==> src/rtl/keycode_pack.sv <==
// Packs twelve synchronised game-button levels into a four-slot HID keycode word
// with stable slot assignment, error-rollover, and a valid/ready report handshake.
module keycode_pack #(
  parameter int unsigned SYNC_STAGES   = 2,
  parameter logic [7:0]  ROLLOVER_CODE = 8'h01
) (
  input  logic        Clk,
  input  logic        Reset,
  input  logic [11:0] buttons,
  output logic [31:0] keycode,
  output logic        report_valid,
  input  logic        report_ready
);

  localparam int unsigned NKEYS  = 12;
  localparam int unsigned NSLOTS = 4;
  localparam int unsigned IDXW   = 4;

  typedef enum logic {IDLE, PEND} state_t;

  function automatic logic [7:0] key_code(input logic [IDXW-1:0] idx);
    logic [7:0] c;
    c = 8'h00;
    case (idx)
      4'd0:  c = 8'h52;
      4'd1:  c = 8'h51;
      4'd2:  c = 8'h50;
      4'd3:  c = 8'h4F;
      4'd4:  c = 8'h38;
      4'd5:  c = 8'h15;
      4'd6:  c = 8'h28;
      4'd7:  c = 8'h1A;
      4'd8:  c = 8'h16;
      4'd9:  c = 8'h04;
      4'd10: c = 8'h07;
      4'd11: c = 8'h0A;
      default: c = 8'h00;
    endcase
    return c;
  endfunction

  logic [NKEYS-1:0] sync_q [SYNC_STAGES];
  logic [NKEYS-1:0] sb;

  logic [NSLOTS-1:0]           slot_used, slot_used_n;
  logic [NSLOTS-1:0][IDXW-1:0] slot_idx, slot_idx_n;
  logic                        overflow, overflow_n;
  logic [31:0]                 rpt_next;

  state_t      state, state_n;
  logic [31:0] keycode_n, last_sent, last_sent_n;
  logic        report_valid_n;

  // Button synchronisers
  always_ff @(posedge Clk or posedge Reset) begin
    if (Reset) begin
      for (int i = 0; i < int'(SYNC_STAGES); i++) sync_q[i] <= '0;
    end else begin
      sync_q[0] <= buttons;
      for (int i = 1; i < int'(SYNC_STAGES); i++) sync_q[i] <= sync_q[i-1];
    end
  end

  assign sb = sync_q[SYNC_STAGES-1];

  // Slot table update: release all freed slots, then allocate one new key
  always_comb begin
    logic [15:0]     present;
    logic            cand_ok;
    logic [IDXW-1:0] cand;
    logic            free_ok;
    logic [1:0]      free_slot;
    logic [3:0]      pop;

    slot_used_n = slot_used;
    slot_idx_n  = slot_idx;
    present     = '0;
    cand_ok     = 1'b0;
    cand        = '0;
    free_ok     = 1'b0;
    free_slot   = '0;
    pop         = '0;

    for (int k = 0; k < int'(NSLOTS); k++) begin
      if (slot_used[k] && !sb[slot_idx[k]]) slot_used_n[k] = 1'b0;
    end
    for (int k = 0; k < int'(NSLOTS); k++) begin
      if (slot_used_n[k]) present[slot_idx_n[k]] = 1'b1;
    end
    for (int i = 0; i < int'(NKEYS); i++) begin
      if (!cand_ok && sb[i] && !present[i]) begin
        cand_ok = 1'b1;
        cand    = IDXW'(i);
      end
      pop = pop + 4'(sb[i]);
    end
    for (int k = 0; k < int'(NSLOTS); k++) begin
      if (!free_ok && !slot_used_n[k]) begin
        free_ok   = 1'b1;
        free_slot = 2'(k);
      end
    end
    if (cand_ok && free_ok) begin
      slot_used_n[free_slot] = 1'b1;
      slot_idx_n[free_slot]  = cand;
    end
    overflow_n = (pop > 4'd4);
  end

  always_ff @(posedge Clk or posedge Reset) begin
    if (Reset) begin
      slot_used <= '0;
      slot_idx  <= '0;
      overflow  <= 1'b0;
    end else begin
      slot_used <= slot_used_n;
      slot_idx  <= slot_idx_n;
      overflow  <= overflow_n;
    end
  end

  // Report image from the registered slot table
  always_comb begin
    rpt_next = '0;
    if (overflow) begin
      rpt_next = {NSLOTS{ROLLOVER_CODE}};
    end else begin
      for (int k = 0; k < int'(NSLOTS); k++) begin
        rpt_next[8*k +: 8] = slot_used[k] ? key_code(slot_idx[k]) : 8'h00;
      end
    end
  end

  always_ff @(posedge Clk or posedge Reset) begin
    if (Reset) begin
      state        <= IDLE;
      keycode      <= '0;
      report_valid <= 1'b0;
      last_sent    <= '0;
    end else begin
      state        <= state_n;
      keycode      <= keycode_n;
      report_valid <= report_valid_n;
      last_sent    <= last_sent_n;
    end
  end

  // Handshake: the pending word stays frozen until accepted
  always_comb begin
    state_n        = state;
    keycode_n      = keycode;
    report_valid_n = report_valid;
    last_sent_n    = last_sent;
    case (state)
      IDLE: begin
        if (rpt_next != last_sent) begin
          keycode_n      = rpt_next;
          report_valid_n = 1'b1;
          state_n        = PEND;
        end
      end
      PEND: begin
        if (report_ready) begin
          last_sent_n    = keycode;
          report_valid_n = 1'b0;
          state_n        = IDLE;
        end
      end
      default: state_n = IDLE;
    endcase
  end

endmodule

==> config.mk <==
export PLATFORM = sky130hd
export DESIGN_NAME = keycode_pack
export DESIGN_NICKNAME = d
export VERILOG_FILES = /design/src/rtl/keycode_pack.sv
export SDC_FILE = /design/constraint.sdc
export NUM_CORES = 1
export LEC_CHECK = 0
export BUFFER_PORTS_ARGS = -buffer_cell sky130_fd_sc_hd__buf_2
export CAP_MARGIN = 10
export CORE_MARGIN = 4
export CORE_UTILIZATION = 25
export DETAILED_ROUTE_END_ITERATION = 12
export GPL_TIMING_DRIVEN = 0
export HOLD_SLACK_MARGIN = 0.03
export PLACE_DENSITY = 0.38
export SLEW_MARGIN = 25
export SYNTH_ARGS = -nofsm -noshare
export SYNTH_HDL_FRONTEND = slang
export SYNTH_SLANG_ARGS = --single-unit
==> constraint.sdc <==
create_clock -name Clk -period 4.94 [get_ports Clk]
set_clock_uncertainty 0.05 [all_clocks]
set_input_delay 0.494 -clock Clk [delete_from_list [all_inputs] [get_ports Clk]]
set_output_delay 0.494 -clock Clk [all_outputs]
set_load 0.02 [all_outputs]
After elaboration in Yosys (flattened, before gate mapping)
Memory sizes are Yosys's and may differ from the RTL's.
Cells that the tools add are included.
{ "op_classes": {"n_addsub": 11, "n_lt_le_gt_ge": 11, "eq_ne": 3, "mux": 71, "n_bitwise": 5, "n_reduce_logical": 71} }
{ "ops": {"columns": ["operator", "count"], "rows": [
  ["2-to-1 mux 12 bit", 4],
  ["2-to-1 mux 4 bit", 12],
  ["logical AND 1 bit", 36],
  ["OR 12 bit", 3],
  ["2-to-1 mux 1 bit", 35],
  ["adder 4 x 1 -> 4 bit", 8],
  ["zero test 1 bit", 32],
  ["2-to-1 mux 32 bit", 1],
  ["2-to-1 mux 8 bit", 4],
  ["inequality test 32 bit", 1],
  ["less-than comparator 4 x 5 -> 1 bit (second input constant)", 4],
  ["binary-select mux 1 bit (select 4 bit)", 4],
  ["bitwise mux 16 bit", 1],
  ["demux 1 bit (select 4 bit)", 4],
  ["greater-or-equal comparator 4 x 1 -> 1 bit (second input constant)", 4],
  ["demux 4 bit (select 2 bit)", 1],
  ["AND reduction 2 bit", 3],
  ["adder 3 x 1 -> 4 bit", 1],
  ["greater-than comparator 4 x 3 -> 1 bit (second input constant)", 1],
  ["2-to-1 mux 2 bit", 2],
  ["inequality test 2 bit (second input constant)", 2],
  ["OR 4 bit", 1],
  ["one-hot mux 1 bit (2 select lines)", 2],
  ["adder 2 x 1 -> 3 bit", 1],
  ["5 further kinds", 5]
]} }
{ "word_totals": {"reg_bits": 111, "rom_bits": 448, "output_inout_bits": 33, "memories": 4} }
{ "mem_list": {"columns": ["name", "depth", "width", "rd", "rd_clocked_by_memory_dff", "write_ports", "line", "rtl"], "rows": [
  ["(name not given)", 16, 7, 1, 0, 0, "24", "case (idx)"],
  ["(name not given)", 16, 7, 1, 0, 0, "24", null],
  ["(name not given)", 16, 7, 1, 0, 0, "24", null],
  ["(name not given)", 16, 7, 1, 0, 0, "24", null]
]} }

Logic depth before layout (Yosys ltp)
{ "depth": {"depth_word": 61, "depth_mapped": 13, "ltp_nobuf": 11} }

Worst setup path before layout
OpenSTA, ideal clock, no wires.
{ "synth_timing": {"kind": "register -> register", "startpoint": "reg sync_q (netlist bit sb[0])", "endpoint": "reg overflow", "setup_time_ns": 0.083, "arrival_time_ns": 3.308, "required_ns": 4.807, "slack_ns": 1.499, "path_stages_with_launch": 12, "path_buffers": 0, "synth_period_minus_slack_ns": 3.441, "path_cell_list": "dfrtp_1 inv_1 fa_1 fa_1 fa_1 fa_1 inv_1 ha_1 inv_1 fa_1 nor2b_1 o21ai_0"} }
{ "synth_via": {"elab_chain_len": 12} }
{ "synth_rtl": {"columns": ["element", "line", "rtl"], "rows": [
  ["start: declaration", "42", "logic [NKEYS-1:0] sync_q [SYNC_STAGES];"],
  ["adder 1 x 1 -> 2 bit", "95", "pop = pop + 4'(sb[i]);"],
  ["adder 2 x 1 -> 3 bit", "95", null],
  ["adder 3 x 1 -> 4 bit", "95", null],
  ["adder 4 x 1 -> 4 bit (8 in series)", "95", null],
  ["greater-than comparator 4 x 3 -> 1 bit", "107", "overflow_n = (pop > 4'd4);"],
  ["via overflow_n", "47", "logic overflow, overflow_n;"],
  ["end signal: assignment", "118", "overflow <= overflow_n;"],
  ["end: declaration", "47", null]
]} }
The timed path passes the listed nets, and every way through them passes these cells.
A chain may end at the register's enable or synchronous reset.

Final worst setup path
Ends and elaborated chain as after synthesis.

==> metrics.txt <==
CP startpoint sb[0]; pins over their slew limit 0; min-delay src buttons[11]; largest net degree at the start of global routing 69; post_cts resized 0; Post-DRT Antenna Nets 0; Ports 48; Layout Cells excl Fill 981; worst vdd ir 0.195 mV; wire per inst 19.6 um; share of the synthesized area in the top cell type 39.9%; count of warnings emitted by yosys 0; synth top area cells dfrtp_1 (40%), mux2_2 (7.5%), mux4_2 (5.6%), ha_1 (4.4%), mux2i_1 (4.2%); worst r2r src sb[0]; core area 25300 um2; min Tclk post-route around 3800 ps; Worst EP arrival 4020 ps; synthesized area 6470 um2; die span in y about 170 um; Cell Pwr Density around 560 nW/um2; final net count 691; antenna violations before repair 0; latest clock arrival within the worst-skew pair 370 ps; Gate Count Post-Synth 587; slew margin rel. a little over a quarter; first-pass GRT wire length between 30 and 40 mm; Placed Cells 965; DRC violations left 0; Yosys cell types 73; total CTS buffers 9; CTS sink count 103; Post-CTS Hold Fix Bufs 0; P&R area growth vs syn 15.5%; htree depth 3; Initial Util 25.5%; final setup fails 0; Slew @ Worst Pin between 1000 and 1500 ps; CP endpoint kind flop; largest area contributor in the netlist dfrtp_1; CTS tree done; Hold Path Class input port to flop; Max-cap violations 0; row cnt 58; post-DR vias/cell ~4.9; WL final 19.2 mm; CTS clk-pin slew, worst paths 80 ps; sequential-to-total area share from yosys stat between 30% and 40%; outcome completed; Synth Register Bits 103; GR Util All Layers approximately 14%; Synth Flop Type dfrtp_1; Req. time, crit path 5180 ps; Comb pwr share just over 50%; Antenna Diode Count 0; Async SR Flop Fraction 100%; syn_area_per_cell 11.0 um2; Internal 2340 uW; R2R setup slack 1160 ps; Via Count 4825; share of cells above drive strength 1 approximately a quarter; setup TNS 0 ps; Post-DP HPWL 14.5 mm; fin crit share 76.6%; GP Congestion 0.832; commonest non-fill, non-tap cells in the layout dfrtp_1 (103), buf_2 (57), inv_1 (48); Leakage 0.00336 uW; fillers approximately 2600; sw frac 44.0%; Hold Violations, Final 0; CTS root buffer clkbuf_16; Worst Setup Start Kind flop; most common cell after layout, fill and taps aside dfrtp_1; number of global-route vias before repair around 4800; CP max FO 8; die area between 20000 and 30000 um2; Psw around 1800 uW; RSZ-0062 raised after global routing false; first drt pass iteration count 6; grt total ovfl 0; Post-synth EDFFs 0; I/O Buffers between 40 and 50; critical path class flop to flop; maximum clock insertion buffer count 2; Seq pwr share 29.7%; DR iter-0 viols 354; Die X-Extent 169 um; Max Fclk 264 MHz; Clock power frac between 10% and 20%; Post-CTS Setup Inserts 0
worst max-delay path: stages, from the launching register on:
cell	delay, ps
dfrtp_1	520
inv_1	140
fa_1	520
fa_1	550
fa_1	430
fa_1	490
inv_1	40
ha_1	190
inv_1	70
fa_1	400
nor2b_1	140
o21ai_0	160
metal layers:
metal  vias to the layer above  wire length (um)  track usage [%]
met5                         -                 0                0
met4                         0               402             4.13
met3                        25              1000             2.80
met2                       153              8710             21.3
met1                      2421              9090             19.3
li1                       2226                 -                -
area by class of cell:
class / count / area [um2] / share of cell area, %
multi-input cells: 405 / 3530 / 47.2
flip-flops and latches: 103 / 2580 / 34.5
well taps: 330 / 413 / 5.53
repair buffers: 45 / 240 / 3.22
clock buffers: 9 / 225 / 3.02
plain buffers: 33 / 208 / 2.78
inverters: 49 / 189 / 2.53
clock inverters: 7 / 88.8 / 1.19
power by group through the flow:
| stage | clock network (uW) | registers [uW] | logic (uW) |
|---|---|---|---|
| finish | 774 | 1240 | 2170 |
| global route | 840 | 1280 | 2370 |
| CTS | 812 | 1240 | 2180 |
| detailed placement | 0 | 1260 | 2170 |
| global placement | 0 | 1250 | 2150 |
| floorplan | 0 | 1290 | 1470 |
Yosys cell counts (4+ instances only):
cell,instances
a211oi_1,5
a21oi_1,7
a22oi_1,9
a31oi_1,8
a32oi_1,5
and3_1,5
buf_2,13
buf_4,10
buf_6,4
clkbuf_1,4
dfrtp_1,103
fa_1,7
ha_1,23
inv_1,49
mux2_1,12
mux2_2,43
mux2i_1,27
mux4_2,16
nand2_1,44
nand2b_1,9
nand3_1,14
nand4_1,7
nor2_1,17
nor2b_1,11
nor3_1,4
nor3b_1,4
nor4_1,6
nor4b_1,5
o21ai_0,25
o2bb2ai_1,4
o32ai_1,4
xnor2_1,11
xor2_1,12
worst paths after layout:
path / to / cells past startpoint
worst min register to register: sb[6] / 0
min in group asynchronous: slot_idx[10] / 2
worst max-delay path: overflow / 11
worst max register to register: overflow / 11
max in group asynchronous: last_sent[2] / 3
worst min-delay path: sync_q[23] / 1
per-stage QoR:
stage	power (uW)	setup WS [ps]	util [%]	hold slack [ps]	instance area, um2
2_1_floorplan	2760	1500	-	281	6480
3_3_place_gp	3400	231	28.1	283	7110
3_5_place_dp	3430	1160	28.2	285	7150
4_1_cts	4240	1140	29.5	160	7460
5_1_grt	4490	1030	29.5	164	7470
6_report	4180	1160	29.5	177	7470
flip-flops by register name (all words and copies together) (netlist names):
name / flops
slot_idx: 16
last_sent: 28
report_valid: 1
state: 1
sb: 12
overflow: 1
keycode: 28
sync_q: 12
slot_used: 4
kinds of logic (layout without fill, tap and decap cells):
kind of cell             count (synthesis)  count (layout)  synth area share [%]
AO/OA/AOI/OAI                           93              93                  10.2
other                                    1               4                0.0580
buffers and inverters                   82             143                  6.06
AND/OR/NAND/NOR                        157             157                  14.8
multiplexers                            98              98                  19.3
XOR/XNOR                                23              23                  3.11
adder cells (fa/ha/maj)                 30              30                  6.62
flip-flops                             103             103                  39.9
Note: power is estimated with default switching activity, not from simulation.
